[config.mk]
export PLATFORM = sky130hd
export DESIGN_NAME = if_fetch_queue_flat
export DESIGN_NICKNAME = d
export VERILOG_FILES = /design/src/rtl/if_fetch_queue_if.sv /design/src/rtl/if_fetch_queue.sv /design/src/flat_wrapper.sv
export SDC_FILE = /design/constraint.sdc
export NUM_CORES = 1
export LEC_CHECK = 0
export CAP_MARGIN = 20
export CORE_MARGIN = 2
export CORE_UTILIZATION = 35
export DETAILED_ROUTE_END_ITERATION = 8
export PLACE_DENSITY = 0.56
export SETUP_SLACK_MARGIN = 0.05
export SYNTH_ARGS = -nofsm -noshare
export SYNTH_HDL_FRONTEND = slang
export SYNTH_SLANG_ARGS = --single-unit
[constraint.sdc]
create_clock -name clk -period 2.6 [get_ports clk]
set_clock_uncertainty 0.1 [all_clocks]
set_input_delay 0.39 -clock clk [delete_from_list [all_inputs] [get_ports clk]]
set_output_delay 0.39 -clock clk [all_outputs]
set_load 0.1 [all_outputs]
[src/rtl/if_fetch_queue_if.sv]
// if_fetch_queue_if: redirect, instruction-memory and decode-handshake signals of if_fetch_queue.
// With FETCH_HALT_EN defined the bundle also carries the halted status bit.
interface if_fetch_queue_if #(
    parameter int unsigned DEPTH = 4
);
    localparam int unsigned CntW = $clog2(DEPTH) + 1;

    logic            redirect_valid;
    logic [63:0]     redirect_pc;
    logic [63:0]     imem_addr;
    logic [31:0]     imem_data;
    logic            out_valid;
    logic            out_ready;
    logic [31:0]     out_instr;
    logic [63:0]     out_pc;
    logic [CntW-1:0] count;

`ifdef FETCH_HALT_EN
    logic            halted;

    modport master (
        input  redirect_valid, redirect_pc, imem_data, out_ready,
        output imem_addr, out_valid, out_instr, out_pc, count, halted
    );
    modport slave (
        output redirect_valid, redirect_pc, imem_data, out_ready,
        input  imem_addr, out_valid, out_instr, out_pc, count, halted
    );
`else
    modport master (
        input  redirect_valid, redirect_pc, imem_data, out_ready,
        output imem_addr, out_valid, out_instr, out_pc, count
    );
    modport slave (
        output redirect_valid, redirect_pc, imem_data, out_ready,
        input  imem_addr, out_valid, out_instr, out_pc, count
    );
`endif
endinterface

[src/rtl/if_fetch_queue.sv]
// if_fetch_queue: owns the fetch PC and buffers {pc, instr} pairs in a DEPTH-entry FIFO for decode.
// Define FETCH_HALT_EN to stop fetching after a queued ECALL until the next redirect.
module if_fetch_queue #(
    parameter int unsigned DEPTH    = 4,
    parameter logic [63:0] RESET_PC = 64'h0
) (
    input logic              clk,
    input logic              reset,
    if_fetch_queue_if.master bus
);
    localparam int unsigned     PtrW = $clog2(DEPTH);
    localparam int unsigned     CntW = PtrW + 1;
    localparam logic [CntW-1:0] Full = CntW'(DEPTH);

    logic [63:0]     fetch_pc_q, fetch_pc_d;
    logic [PtrW-1:0] wr_ptr_q, wr_ptr_d;
    logic [PtrW-1:0] rd_ptr_q, rd_ptr_d;
    logic [CntW-1:0] count_q, count_d;
    logic [63:0]     pc_mem_q [DEPTH];
    logic [63:0]     pc_mem_d [DEPTH];
    logic [31:0]     instr_mem_q [DEPTH];
    logic [31:0]     instr_mem_d [DEPTH];
    logic            pop, push, fetch_en, head_valid;

`ifdef FETCH_HALT_EN
    localparam logic [31:0] Ecall = 32'h0000_0073;
    logic halted_q, halted_d;
    assign fetch_en   = ~halted_q;
    assign bus.halted = halted_q;
`else
    assign fetch_en = 1'b1;
`endif

    assign head_valid = (count_q != '0);
    assign pop        = head_valid & bus.out_ready;
    // A full queue can still accept the fetch when the head leaves on the same edge.
    assign push       = ~bus.redirect_valid & fetch_en & ((count_q < Full) | pop);

    always_comb begin
        fetch_pc_d  = fetch_pc_q;
        wr_ptr_d    = wr_ptr_q;
        rd_ptr_d    = rd_ptr_q;
        count_d     = count_q;
        pc_mem_d    = pc_mem_q;
        instr_mem_d = instr_mem_q;
`ifdef FETCH_HALT_EN
        halted_d    = halted_q;
`endif
        if (bus.redirect_valid) begin
            // Any entry popped this cycle already belongs to decode; the rest is dropped.
            fetch_pc_d = {bus.redirect_pc[63:2], 2'b00};
            wr_ptr_d   = '0;
            rd_ptr_d   = '0;
            count_d    = '0;
`ifdef FETCH_HALT_EN
            halted_d   = 1'b0;
`endif
        end else begin
            if (pop) begin
                rd_ptr_d = rd_ptr_q + 1'b1;
            end
            if (push) begin
                pc_mem_d[wr_ptr_q]    = fetch_pc_q;
                instr_mem_d[wr_ptr_q] = bus.imem_data;
                wr_ptr_d              = wr_ptr_q + 1'b1;
                fetch_pc_d            = fetch_pc_q + 64'd4;
`ifdef FETCH_HALT_EN
                if (bus.imem_data == Ecall) begin
                    halted_d = 1'b1;
                end
`endif
            end
            if (push && !pop) begin
                count_d = count_q + 1'b1;
            end else if (pop && !push) begin
                count_d = count_q - 1'b1;
            end
        end
    end

    always_ff @(posedge clk or negedge reset) begin
        if (!reset) begin
            fetch_pc_q  <= RESET_PC;
            wr_ptr_q    <= '0;
            rd_ptr_q    <= '0;
            count_q     <= '0;
            pc_mem_q    <= '{default: '0};
            instr_mem_q <= '{default: '0};
`ifdef FETCH_HALT_EN
            halted_q    <= 1'b0;
`endif
        end else begin
            fetch_pc_q  <= fetch_pc_d;
            wr_ptr_q    <= wr_ptr_d;
            rd_ptr_q    <= rd_ptr_d;
            count_q     <= count_d;
            pc_mem_q    <= pc_mem_d;
            instr_mem_q <= instr_mem_d;
`ifdef FETCH_HALT_EN
            halted_q    <= halted_d;
`endif
        end
    end

    assign bus.imem_addr = fetch_pc_q;
    assign bus.count     = count_q;
    assign bus.out_valid = head_valid;
    assign bus.out_pc    = head_valid ? pc_mem_q[rd_ptr_q] : '0;
    assign bus.out_instr = head_valid ? instr_mem_q[rd_ptr_q] : '0;

endmodule

[src/flat_wrapper.sv]
// flat-port wrapper written by rule: the top's interface ports become plain ports
module if_fetch_queue_flat 
#(
    parameter int unsigned DEPTH    = 4,
    parameter logic [63:0] RESET_PC = 64'h0
)
  (clk, reset, bus_redirect_valid, bus_redirect_pc, bus_imem_data, bus_out_ready, bus_imem_addr, bus_out_valid, bus_out_instr, bus_out_pc, bus_count);
  if_fetch_queue_if #(.DEPTH(DEPTH)) bus_i ();
  input logic clk;
  input logic reset;
  input wire logic [$bits(bus_i.redirect_valid)-1:0] bus_redirect_valid;
  input wire logic [$bits(bus_i.redirect_pc)-1:0] bus_redirect_pc;
  input wire logic [$bits(bus_i.imem_data)-1:0] bus_imem_data;
  input wire logic [$bits(bus_i.out_ready)-1:0] bus_out_ready;
  output wire logic [$bits(bus_i.imem_addr)-1:0] bus_imem_addr;
  output wire logic [$bits(bus_i.out_valid)-1:0] bus_out_valid;
  output wire logic [$bits(bus_i.out_instr)-1:0] bus_out_instr;
  output wire logic [$bits(bus_i.out_pc)-1:0] bus_out_pc;
  output wire logic [$bits(bus_i.count)-1:0] bus_count;
  assign bus_i.redirect_valid = bus_redirect_valid;
  assign bus_i.redirect_pc = bus_redirect_pc;
  assign bus_i.imem_data = bus_imem_data;
  assign bus_i.out_ready = bus_out_ready;
  assign bus_imem_addr = bus_i.imem_addr;
  assign bus_out_valid = bus_i.out_valid;
  assign bus_out_instr = bus_i.out_instr;
  assign bus_out_pc = bus_i.out_pc;
  assign bus_count = bus_i.count;
  if_fetch_queue #(.DEPTH(DEPTH), .RESET_PC(RESET_PC)) u_core (.clk(clk), .reset(reset), .bus(bus_i));
endmodule
==> flow_metrics.tcl, run 1 <==
set metrics [dict create \
    design_area_um2 28500 \
    post_synth_num_cell_types 52 \
    die-height_um 249 \
    drv_slew 0 \
    fp.dieW_um 249 \
    hold_ws_ps 196 \
    grt_antenna_before_repair 2 \
    drt_first_iter_violations 823 \
    p_int_w 0.0245 \
    worstSetupStartpoint "u_core.rd_ptr_q[0]" \
    path_clk_slew_ps 50 \
    post_route_cells_drive_above_1_share_pct 51.9 \
    p_sw_w 0.0180 \
    place_inst 2569 \
    unrepaired_setup_endpoints_after_global_routing "true" \
    timing.critical_path.arrival_ps 2310 \
    switching_share_pct 42.4 \
    max_cap_violations 0 \
    crit_path_start_kind "flip-flop" \
    top_level_ports 264 \
    vias 14300 \
    report.power.total_w 0.0425 \
    avgRoutedWirePerCell_um 22.8 \
    maximum_number_of_pins_on_one_net_before_global_route_repair 53 \
    setup_violations 94 \
    worst-path-max-fanout 7 \
    placeable_core_region_um2 59200 \
    synth-adder-area-share_pct 0.393 \
    outcome "finished, violations left" \
    std_cell_rows 89 \
    slew-limit-headroom_pct 50.3 \
    failed_checks "setup timing" \
    criticalPathCategory "flip-flop to primary output" \
    setup.worst_path.end_class "primary output" \
    drt-vias-per-instance 5.33 \
    clk-insertion-delay-late_ps 590 \
    hold_viol 0 \
    synth_flop_cell "sky130_fd_sc_hd__dfrtp_1" \
    power.leakage_nw 11.7 \
    design.die.area_um2 62100 \
    gr-usage-all-layers_pct 19.8 \
    postLayoutCoreUtil_pct 48.1 \
    yosysWarningCount 0 \
    synthesis.area_um2 21000 \
    max_clock_freq_mhz 357 \
    count_of_buffers_inserted_at_the_top_level_ports 257 \
    irDropWorstVdd_mv 1.18 \
    cts_tree "yes" \
    power.density_cell_area_nw_per_um2 1490 \
    post_dp_cell_area_um2 26300 \
    minimum_setup_slack_in_the_final_design_ps -198 \
    p_comb_share_pct 57.0 \
    grt_pass1_wl_um 94200 \
    cts-htree-levels 2 \
    seq_power_share_pct 27.3 \
    synthCells 1567 \
    finalCriticalPeriod_ps 2800 \
    cts-buffers-inserted 50 \
    seq_area_frac_synth_pct 52.9 \
    power.share.clock_pct 15.7 \
    drc_errors 0 \
    postSynthAreaPerCell_um2 13.4 \
    final_nets 1981 \
    cts_root_buf "sky130_fd_sc_hd__clkbuf_16" \
    gr_overflow_total 0 \
    synth_enable_flop_cells 0 \
    clock_sink_count 445 \
    final_critical_path_share_of_the_clock_period_pct 108 \
    final-instance-count-excl-fill 2683 \
    cts_buffer_depth 3 \
    timing.hold.worst.class "primary input to async pin" \
    synth-seq-cells 445 \
    synthDominantCellAreaShare_pct 52.9 \
    synth.mux.area_fraction_pct 29.7 \
    synth_simple_gate_area_share_pct 9.98 \
    vias_in_the_first_global_route 15000 \
    tightestPinTransition_ps 743 \
    synth_top_family_by_area "multiplexers" \
    areaGrowthSynthToFinish_pct 35.3 \
    asr_flop_ratio_synth_pct 100 \
    antenna_violating_nets_post_route 0 \
    netlist.top_cell.by_area "sky130_fd_sc_hd__dfrtp_1" \
    initial_core_util_pct 35.5 \
    place.detailed.hpwl_um 40900 \
    synth_xor_area_share_pct 1.17 \
    crit-reg2reg-launch "u_core.bus.imem_addr[3]" \
    synth-compound-area-share_pct 3.09 \
    r2r_cells 7 \
    drtPass1Iterations 4 \
    required_ps 2110 \
    final_weighted_congestion_of_routability_driven_global_placement 0.819 \
    synth.area.top_cells "sky130_fd_sc_hd__dfrtp_1 (53%), sky130_fd_sc_hd__mux2_2 (19%), sky130_fd_sc_hd__mux4_2 (10%)" \
    finalWirelength_um 61300 \
]
## layer usage
metal  GRT usage (%)  share of wire [%]  wire, um  vias up
met1            26.7                 44     27000     7506
met4            6.30                2.8      1740        0
met3            3.71                5.2      3210       84
met2            32.3                 48     29300      354
li1                -                  -         -     6345
met5               0                  0         0        -
## cell type report
cell class	instances	area (um2)
clock buffer	76	1450
fill	5256	30800
antenna	1	2.50
timing repair buffer	381	5000
inverter	8	30.0
multi-input combinational	989	9690
tap	773	967
sequential	445	11300
clock inverter	10	61.3
## cell usage in the layout, fill, tap and decap left out, types with 10 or more instances in the layout
cell type	count
sky130_fd_sc_hd__a31oi_1	26
sky130_fd_sc_hd__and2_2	11
sky130_fd_sc_hd__and2_4	83
sky130_fd_sc_hd__and3_1	12
sky130_fd_sc_hd__buf_12	131
sky130_fd_sc_hd__buf_16	11
sky130_fd_sc_hd__buf_4	134
sky130_fd_sc_hd__clkbuf_1	17
sky130_fd_sc_hd__clkbuf_16	52
sky130_fd_sc_hd__clkdlybuf4s50_1	95
sky130_fd_sc_hd__dfrtp_1	387
sky130_fd_sc_hd__dfrtp_2	34
sky130_fd_sc_hd__dfrtp_4	24
sky130_fd_sc_hd__mux2_2	364
sky130_fd_sc_hd__mux4_2	94
sky130_fd_sc_hd__nand2_1	84
sky130_fd_sc_hd__nand3_1	16
sky130_fd_sc_hd__nand4_1	31
sky130_fd_sc_hd__nor2_1	45
sky130_fd_sc_hd__nor3_1	12
sky130_fd_sc_hd__nor4_1	10
sky130_fd_sc_hd__o21ai_0	55
sky130_fd_sc_hd__or3_1	20
sky130_fd_sc_hd__or4_1	10
sky130_fd_sc_hd__xnor2_1	13
sky130_fd_sc_hd__xor2_1	15
## cells by family (layout without fill, tap and decap cells)
group	count (synthesis)	after routing
multiplexers	462	462
flip-flops	445	445
AND/OR/NAND/NOR	379	380
buffers and inverters	137	475
AO/OA/AOI/OAI	109	109
XOR/XNOR	28	28
adder cells (fa/ha/maj)	6	6
other	1	5
## path summary, 6_finish.rpt
| kind | to | slack (ps) |
|---|---|---|
| max in group asynchronous | u_core.bus.imem_addr[17] | 1140 |
| min | u_core.instr_mem_q[66] | 200 |
| min in group clk | u_core.wr_ptr_q[0] | 240 |
| min reg2reg | u_core.pc_mem_q[70] | 380 |
| max | bus_out_pc[47] | -200 |
| max reg2reg | u_core.bus.imem_addr[40] | 50 |
## metrics by stage
| step | TNS [ps] | worst slack, ps |
|---|---|---|
| floorplan | 0 | 47.5 |
| finish | -13080 | -198 |
| global route | -18510 | -251 |
| detailed placement | -1760 | -168 |
| global placement | -1400 | -157 |
| CTS | -16330 | -248 |
## registers in the layout, indices dropped and copies added (netlist names)
register,flops
u_core.bus.imem_addr,62
u_core.bus.count,3
u_core.wr_ptr_q,2
u_core.rd_ptr_q,2
u_core.pc_mem_q,248
u_core.instr_mem_q,128
## Yosys cell counts (3+ instances only)
| cell | count |
|---|---|
| sky130_fd_sc_hd__a21oi_1 | 5 |
| sky130_fd_sc_hd__a221o_1 | 3 |
| sky130_fd_sc_hd__a31oi_1 | 26 |
| sky130_fd_sc_hd__and2_1 | 102 |
| sky130_fd_sc_hd__and3_1 | 12 |
| sky130_fd_sc_hd__and4_1 | 5 |
| sky130_fd_sc_hd__buf_1 | 39 |
| sky130_fd_sc_hd__buf_2 | 19 |
| sky130_fd_sc_hd__buf_4 | 4 |
| sky130_fd_sc_hd__clkbuf_1 | 64 |
| sky130_fd_sc_hd__dfrtp_1 | 445 |
| sky130_fd_sc_hd__ha_1 | 5 |
| sky130_fd_sc_hd__inv_1 | 8 |
| sky130_fd_sc_hd__mux2_2 | 364 |
| sky130_fd_sc_hd__mux2i_1 | 4 |
| sky130_fd_sc_hd__mux4_2 | 94 |
| sky130_fd_sc_hd__nand2_1 | 88 |
| sky130_fd_sc_hd__nand2b_1 | 3 |
| sky130_fd_sc_hd__nand3_1 | 16 |
| sky130_fd_sc_hd__nand4_1 | 31 |
| sky130_fd_sc_hd__nor2_1 | 46 |
| sky130_fd_sc_hd__nor3_1 | 13 |
| sky130_fd_sc_hd__nor4_1 | 12 |
| sky130_fd_sc_hd__o21a_1 | 3 |
| sky130_fd_sc_hd__o21ai_0 | 55 |
| sky130_fd_sc_hd__o31a_1 | 3 |
| sky130_fd_sc_hd__o31ai_1 | 9 |
| sky130_fd_sc_hd__or3_1 | 21 |
| sky130_fd_sc_hd__or4_1 | 13 |
| sky130_fd_sc_hd__xnor2_1 | 13 |
| sky130_fd_sc_hd__xor2_1 | 15 |
## what timing repair did
| item | in CTS | in global routing |
|---|---|---|
| buffers inserted | 12 | 4 |
| setup endpoints to repair | 101 | 105 |
| cloned | 10 | 1 |
| hold buffers | 1 | 0 |
| resized for setup | 92 | 12 |
| hold endpoints to repair | 59 | 0 |
| pin swaps | 37 | 13 |
## power groups by stage
stage | registers [W] | logic [W] | clock network [W]
2_1_floorplan | 0.0119 | 0.0149 | 0
3_3_place_gp | 0.0115 | 0.0230 | 0
3_5_place_dp | 0.0117 | 0.0232 | 0
4_1_cts | 0.0116 | 0.0245 | 0.00681
5_1_grt | 0.0120 | 0.0252 | 0.00711
6_report | 0.0116 | 0.0243 | 0.00666
## critical path: stages (launching register included)
cell	delay (ps)
sky130_fd_sc_hd__dfrtp_4	500
sky130_fd_sc_hd__buf_4	160
sky130_fd_sc_hd__buf_12	130
sky130_fd_sc_hd__buf_16	150
sky130_fd_sc_hd__mux4_2	430
sky130_fd_sc_hd__and2_4	190
sky130_fd_sc_hd__buf_12	160
No activity file was read; power rests on OpenSTA's default activity.
==> run 2: changes to the inputs <==
Settings changed: CORE_UTILIZATION 35 to 51, PLACE_DENSITY 0.56 to 0.78.
Clock period 2.6 ns to 2.5 ns, I/O delays scaled along.
==> flow_metrics.tcl, run 2 (synthesized netlist as in run 1, its figures left out) <==
set metrics [dict create \
    gr-usage-all-layers_pct 26.2 \
    design.die.area_um2 42900 \
    tightestPinTransition_ps 729 \
    cp_most_frequent_cell "sky130_fd_sc_hd__buf_12" \
    initial_core_util_pct 51.6 \
    drc_errors 0 \
    drt_first_iter_violations 1184 \
    slew-limit-headroom_pct 51.2 \
    max_reg_flops 248 \
    switching_share_pct 42.1 \
    post_dp_cell_area_um2 26000 \
    max_clock_freq_mhz 357 \
    design_area_um2 28200 \
    required_ps 2030 \
    final_weighted_congestion_of_routability_driven_global_placement 0.850 \
    worst-path-max-fanout 8 \
    gr_overflow_total 0 \
    areaGrowthSynthToFinish_pct 33.9 \
    slowest_stage "sky130_fd_sc_hd__dfrtp_4" \
    path_clk_slew_ps 60 \
    std_cell_rows 74 \
    crit_path_start_kind "flip-flop" \
    setup_violations 94 \
    final_critical_path_share_of_the_clock_period_pct 112 \
    timing.critical_path.buf_inv 4 \
    setup.worst_path.end_class "primary output" \
    die-height_um 207 \
    finalCriticalPeriod_ps 2800 \
    count_of_buffers_inserted_at_the_top_level_ports 257 \
    place_inst 2311 \
    drtPass1Iterations 5 \
    cts-htree-levels 2 \
    final-instance-count-excl-fill 2430 \
    grt_antenna_before_repair 3 \
    post_route_cells_drive_above_1_share_pct 52.2 \
    grt_pass1_wl_um 87800 \
    outcome "finished, violations left" \
    cts_buffer_depth 3 \
    power.leakage_nw 11.7 \
    clk-insertion-delay-late_ps 590 \
    drt-vias-per-instance 5.98 \
    minimum_setup_slack_in_the_final_design_ps -303 \
    maximum_number_of_pins_on_one_net_before_global_route_repair 68 \
    power.share.clock_pct 16.5 \
    crit_path_cell_trace "buf_12 -> buf_12 -> buf_16 -> mux4_2 -> and2_4 -> buf_12" \
    irDropWorstVdd_mv 1.62 \
    critical_path.top_delay_family "buffers and inverters" \
    drv_slew 0 \
    postLayoutCoreUtil_pct 69.2 \
    failed_checks "setup timing" \
    final_cell_mix "sky130_fd_sc_hd__dfrtp_1 (385), sky130_fd_sc_hd__mux2_2 (364), sky130_fd_sc_hd__buf_12 (131)" \
    final_nets 1962 \
    fillers 2799 \
    top_level_ports 264 \
    vias 14500 \
    max_stage_delay_ps 510 \
    cts_root_buf "sky130_fd_sc_hd__clkbuf_16" \
    criticalPathCategory "flip-flop to primary output" \
    avgRoutedWirePerCell_um 23.4 \
    p_int_w 0.0257 \
    unrepaired_setup_endpoints_after_global_routing "true" \
    largest_register_by_flop_count "u_core.pc_mem_q" \
    timing.critical_path.arrival_ps 2330 \
    p_comb_share_pct 56.1 \
    report.power.total_w 0.0444 \
    hold_viol 0 \
    cts-buffers-inserted 47 \
    antenna_violating_nets_post_route 0 \
    power.density_cell_area_nw_per_um2 1580 \
    placeable_core_region_um2 40700 \
    clock_sink_count 445 \
    layout_commonest_cell "sky130_fd_sc_hd__dfrtp_1" \
    cts_tree "yes" \
    seq_power_share_pct 27.3 \
    timing.hold.worst.class "primary input to async pin" \
    vias_in_the_first_global_route 15100 \
    finalWirelength_um 56800 \
    p_sw_w 0.0187 \
    fp.dieW_um 207 \
    place.detailed.hpwl_um 37200 \
    max_cap_violations 0 \
]
## run 2: path summary, 6_finish.rpt
| check | start | to | slack, ps | depth (start not counted) |
|---|---|---|---|---|
| setup / recovery | u_core.rd_ptr_q[0] | bus_out_pc[45] | -300 | 6 |
| hold reg to reg | u_core.pc_mem_q[198] | u_core.pc_mem_q[198] | 380 | 2 |
| hold / removal | reset | u_core.instr_mem_q[10] | 210 | 2 |
| setup reg to reg | u_core.bus.imem_addr[2] | u_core.bus.imem_addr[40] | 80 | 6 |
| min in group clk | bus_redirect_valid | u_core.bus.imem_addr[20] | 260 | 4 |
| max in group asynchronous | reset | u_core.pc_mem_q[34] | 1120 | 4 |
## run 2: cell type report
class | count | area (um2) | area share [%]
Inverter | 8 | 30.0 | 0.107
Antenna cell | 3 | 7.51 | 0.0266
Clock inverter | 20 | 267 | 0.946
Timing Repair Buffer | 365 | 4850 | 17.2
Tap cell | 532 | 666 | 2.36
Clock buffer | 68 | 1360 | 4.81
Sequential cell | 445 | 11300 | 40.1
Multi-Input combinational cell | 989 | 9700 | 34.4
## run 2: layer usage
layer | routed length (um) | up-vias | track usage, %
met3 | 3560 | 96 | 4.55
met5 | 0 | - | 0
met1 | 23100 | 7599 | 35.5
met4 | 1770 | 0 | 9.53
met2 | 28400 | 562 | 42.7
li1 | - | 6286 | -
## run 2: power groups by stage
stage          sequential, W  clock (W)  combinational (W)
2_1_floorplan         0.0124          0             0.0157
6_report              0.0121    0.00734             0.0249
4_1_cts               0.0121    0.00747             0.0249
3_5_place_dp          0.0122          0             0.0240
5_1_grt               0.0125    0.00778             0.0258
3_3_place_gp          0.0119          0             0.0237
## run 2: through the flow
step / hold WS [ps] / worst slack, ps / TNS (ps)
3_3_place_gp: 220 / -67.8 / -8980
6_report: 209 / -303 / -23320
2_1_floorplan: -20.6 / -84.7 / -508
5_1_grt: 252 / -356 / -28150
4_1_cts: 196 / -325 / -24390
3_5_place_dp: 222 / -96.2 / -14540
## run 2: repair_timing
action | CTS | global route
buffers inserted | 11 | 8
pin swaps | 3 | 7
hold buffers | 1 | 0
gates resized for setup | 52 | 13
endpoints found under the setup margin | 96 | 106
endpoints found under the hold margin | 46 | 0
gates cloned | 4 | 5
==> run 3: changes to the inputs <==
Settings changed: CORE_MARGIN 2 to 5.
==> flow_metrics.tcl, run 3 (synthesized netlist as in run 1, its figures left out) <==
set metrics [dict create \
    final_weighted_congestion_of_routability_driven_global_placement 0.875 \
    cts-htree-levels 2 \
    drv_slew 0 \
    power.density_cell_area_nw_per_um2 1590 \
    finalWirelength_um 59000 \
    crit_path_start_kind "flip-flop" \
    outcome "finished, violations left" \
    fp.dieW_um 213 \
    finalCriticalPeriod_ps 2800 \
    timing.critical_path.arrival_ps 2330 \
    setup.worst_path.end_class "primary output" \
    top_level_ports 264 \
    place.detailed.hpwl_um 37500 \
    post_route_cells_drive_above_1_share_pct 52.5 \
    die-height_um 213 \
    failed_checks "setup timing" \
    unrepaired_setup_endpoints_after_global_routing "true" \
    avgRoutedWirePerCell_um 24.2 \
    place_worst_setup_slack_ps -166 \
    gr_overflow_total 0 \
    worst-path-max-fanout 8 \
    minimum_setup_slack_in_the_final_design_ps -300 \
    cts_tree "yes" \
    required_ps 2030 \
    std_cell_rows 74 \
    cts-buffers-inserted 49 \
    grt_antenna_before_repair 2 \
    areaGrowthSynthToFinish_pct 34.7 \
    antenna_violating_nets_post_route 0 \
    largest_register_by_flop_count "u_core.pc_mem_q" \
    tightestPinTransition_ps 811 \
    clock_sink_count 445 \
    postLayoutCoreUtil_pct 69.4 \
    drt_first_iter_violations 1209 \
    setup_violations 95 \
    irDropWorstVdd_mv 1.67 \
    max_reg_flops 248 \
    grt_pass1_wl_um 89900 \
    place_inst 2307 \
    gr-usage-all-layers_pct 25.5 \
    hold_viol 0 \
    slew-limit-headroom_pct 45.9 \
    final_nets 1971 \
    cts_root_buf "sky130_fd_sc_hd__clkbuf_16" \
    drtPass1Iterations 5 \
    clk-insertion-delay-late_ps 590 \
    final_cell_mix "sky130_fd_sc_hd__dfrtp_1 (385), sky130_fd_sc_hd__mux2_2 (364), sky130_fd_sc_hd__buf_12 (126)" \
    count_of_buffers_inserted_at_the_top_level_ports 257 \
    final_critical_path_share_of_the_clock_period_pct 112 \
    placeable_core_region_um2 40800 \
    drt-vias-per-instance 6.03 \
    initial_core_util_pct 51.5 \
    criticalPathCategory "flip-flop to primary output" \
    power.leakage_nw 11.8 \
    fillers 2648 \
    max_clock_freq_mhz 357 \
    drc_errors 0 \
    final-instance-count-excl-fill 2436 \
    design.die.area_um2 45400 \
    path_clk_slew_ps 60 \
    vias_in_the_first_global_route 15500 \
    fin_tns_setup_ps -20490 \
    max_cap_violations 0 \
    vias 14700 \
    cts_buffer_depth 3 \
    maximum_number_of_pins_on_one_net_before_global_route_repair 93 \
    layout_commonest_cell "sky130_fd_sc_hd__dfrtp_1" \
    timing.hold.worst.class "primary input to async pin" \
]
## run 3: critical path: stages, from the launching register on
cell and delay (ps):
sky130_fd_sc_hd__dfrtp_4 510, sky130_fd_sc_hd__buf_12 200, sky130_fd_sc_hd__buf_16 160, sky130_fd_sc_hd__mux4_2 530, sky130_fd_sc_hd__and2_4 170, sky130_fd_sc_hd__buf_12 160
## run 3: final timing paths
check                           slack, ps                        to               startpoint  cells after the start
worst max-delay path                 -300            bus_out_pc[56]       u_core.rd_ptr_q[0]                      5
worst min-delay path                  160     u_core.instr_mem_q[9]                    reset                      2
worst max register to register         20  u_core.bus.imem_addr[34]  u_core.bus.imem_addr[2]                      7
worst min register to register        380      u_core.pc_mem_q[153]     u_core.pc_mem_q[153]                      2
max in group asynchronous            1270  u_core.bus.imem_addr[18]                    reset                      3
min in group clk                      260  u_core.bus.imem_addr[63]      bus_redirect_pc[63]                      3
## run 3: stage by stage
step	cell area, um2	hold WS [ps]	power, W
5_1_grt	28300	178	0.0468
4_1_cts	27900	142	0.0447
6_report	28300	165	0.0450
3_5_place_dp	25900	179	0.0364
3_3_place_gp	25900	177	0.0357
2_1_floorplan	21500	-20.6	0.0280
## run 3: area by class of cell
class	instances	area [um2]	share of cell area, %
clock buffers	76	1510	5.33
well taps	532	666	2.35
repair buffers	370	4880	17.2
flip-flops and latches	445	11300	39.9
multi-input cells	991	9780	34.5
clock inverters	12	174	0.614
inverters	8	30.0	0.106
diodes	2	5.00	0.0177
## run 3: metal layers
metal / up-vias / track usage [%] / share of wire [%]
li1: 6347 / - / -
met1: 7679 / 34.9 / 40
met2: 547 / 40.8 / 49
met3: 115 / 5.69 / 7.0
met4: 0 / 8.78 / 3.3
met5: - / 0 / 0
## run 3: power breakdown
group	internal, W	switching, W	total [W]
clock network	0.00456	0.00294	0.00750
logic	0.0112	0.0141	0.0254
registers	0.0104	0.00175	0.0122
total	0.0262	0.0188	0.0450
## run 3: timing repair
item	in CTS	in global routing
hold buffers	1	0
setup endpoints to repair	97	111
setup buffers	9	15
gates resized for setup	53	55
gates cloned	7	8
endpoints found under the hold margin	181	0
pin swaps	18	55
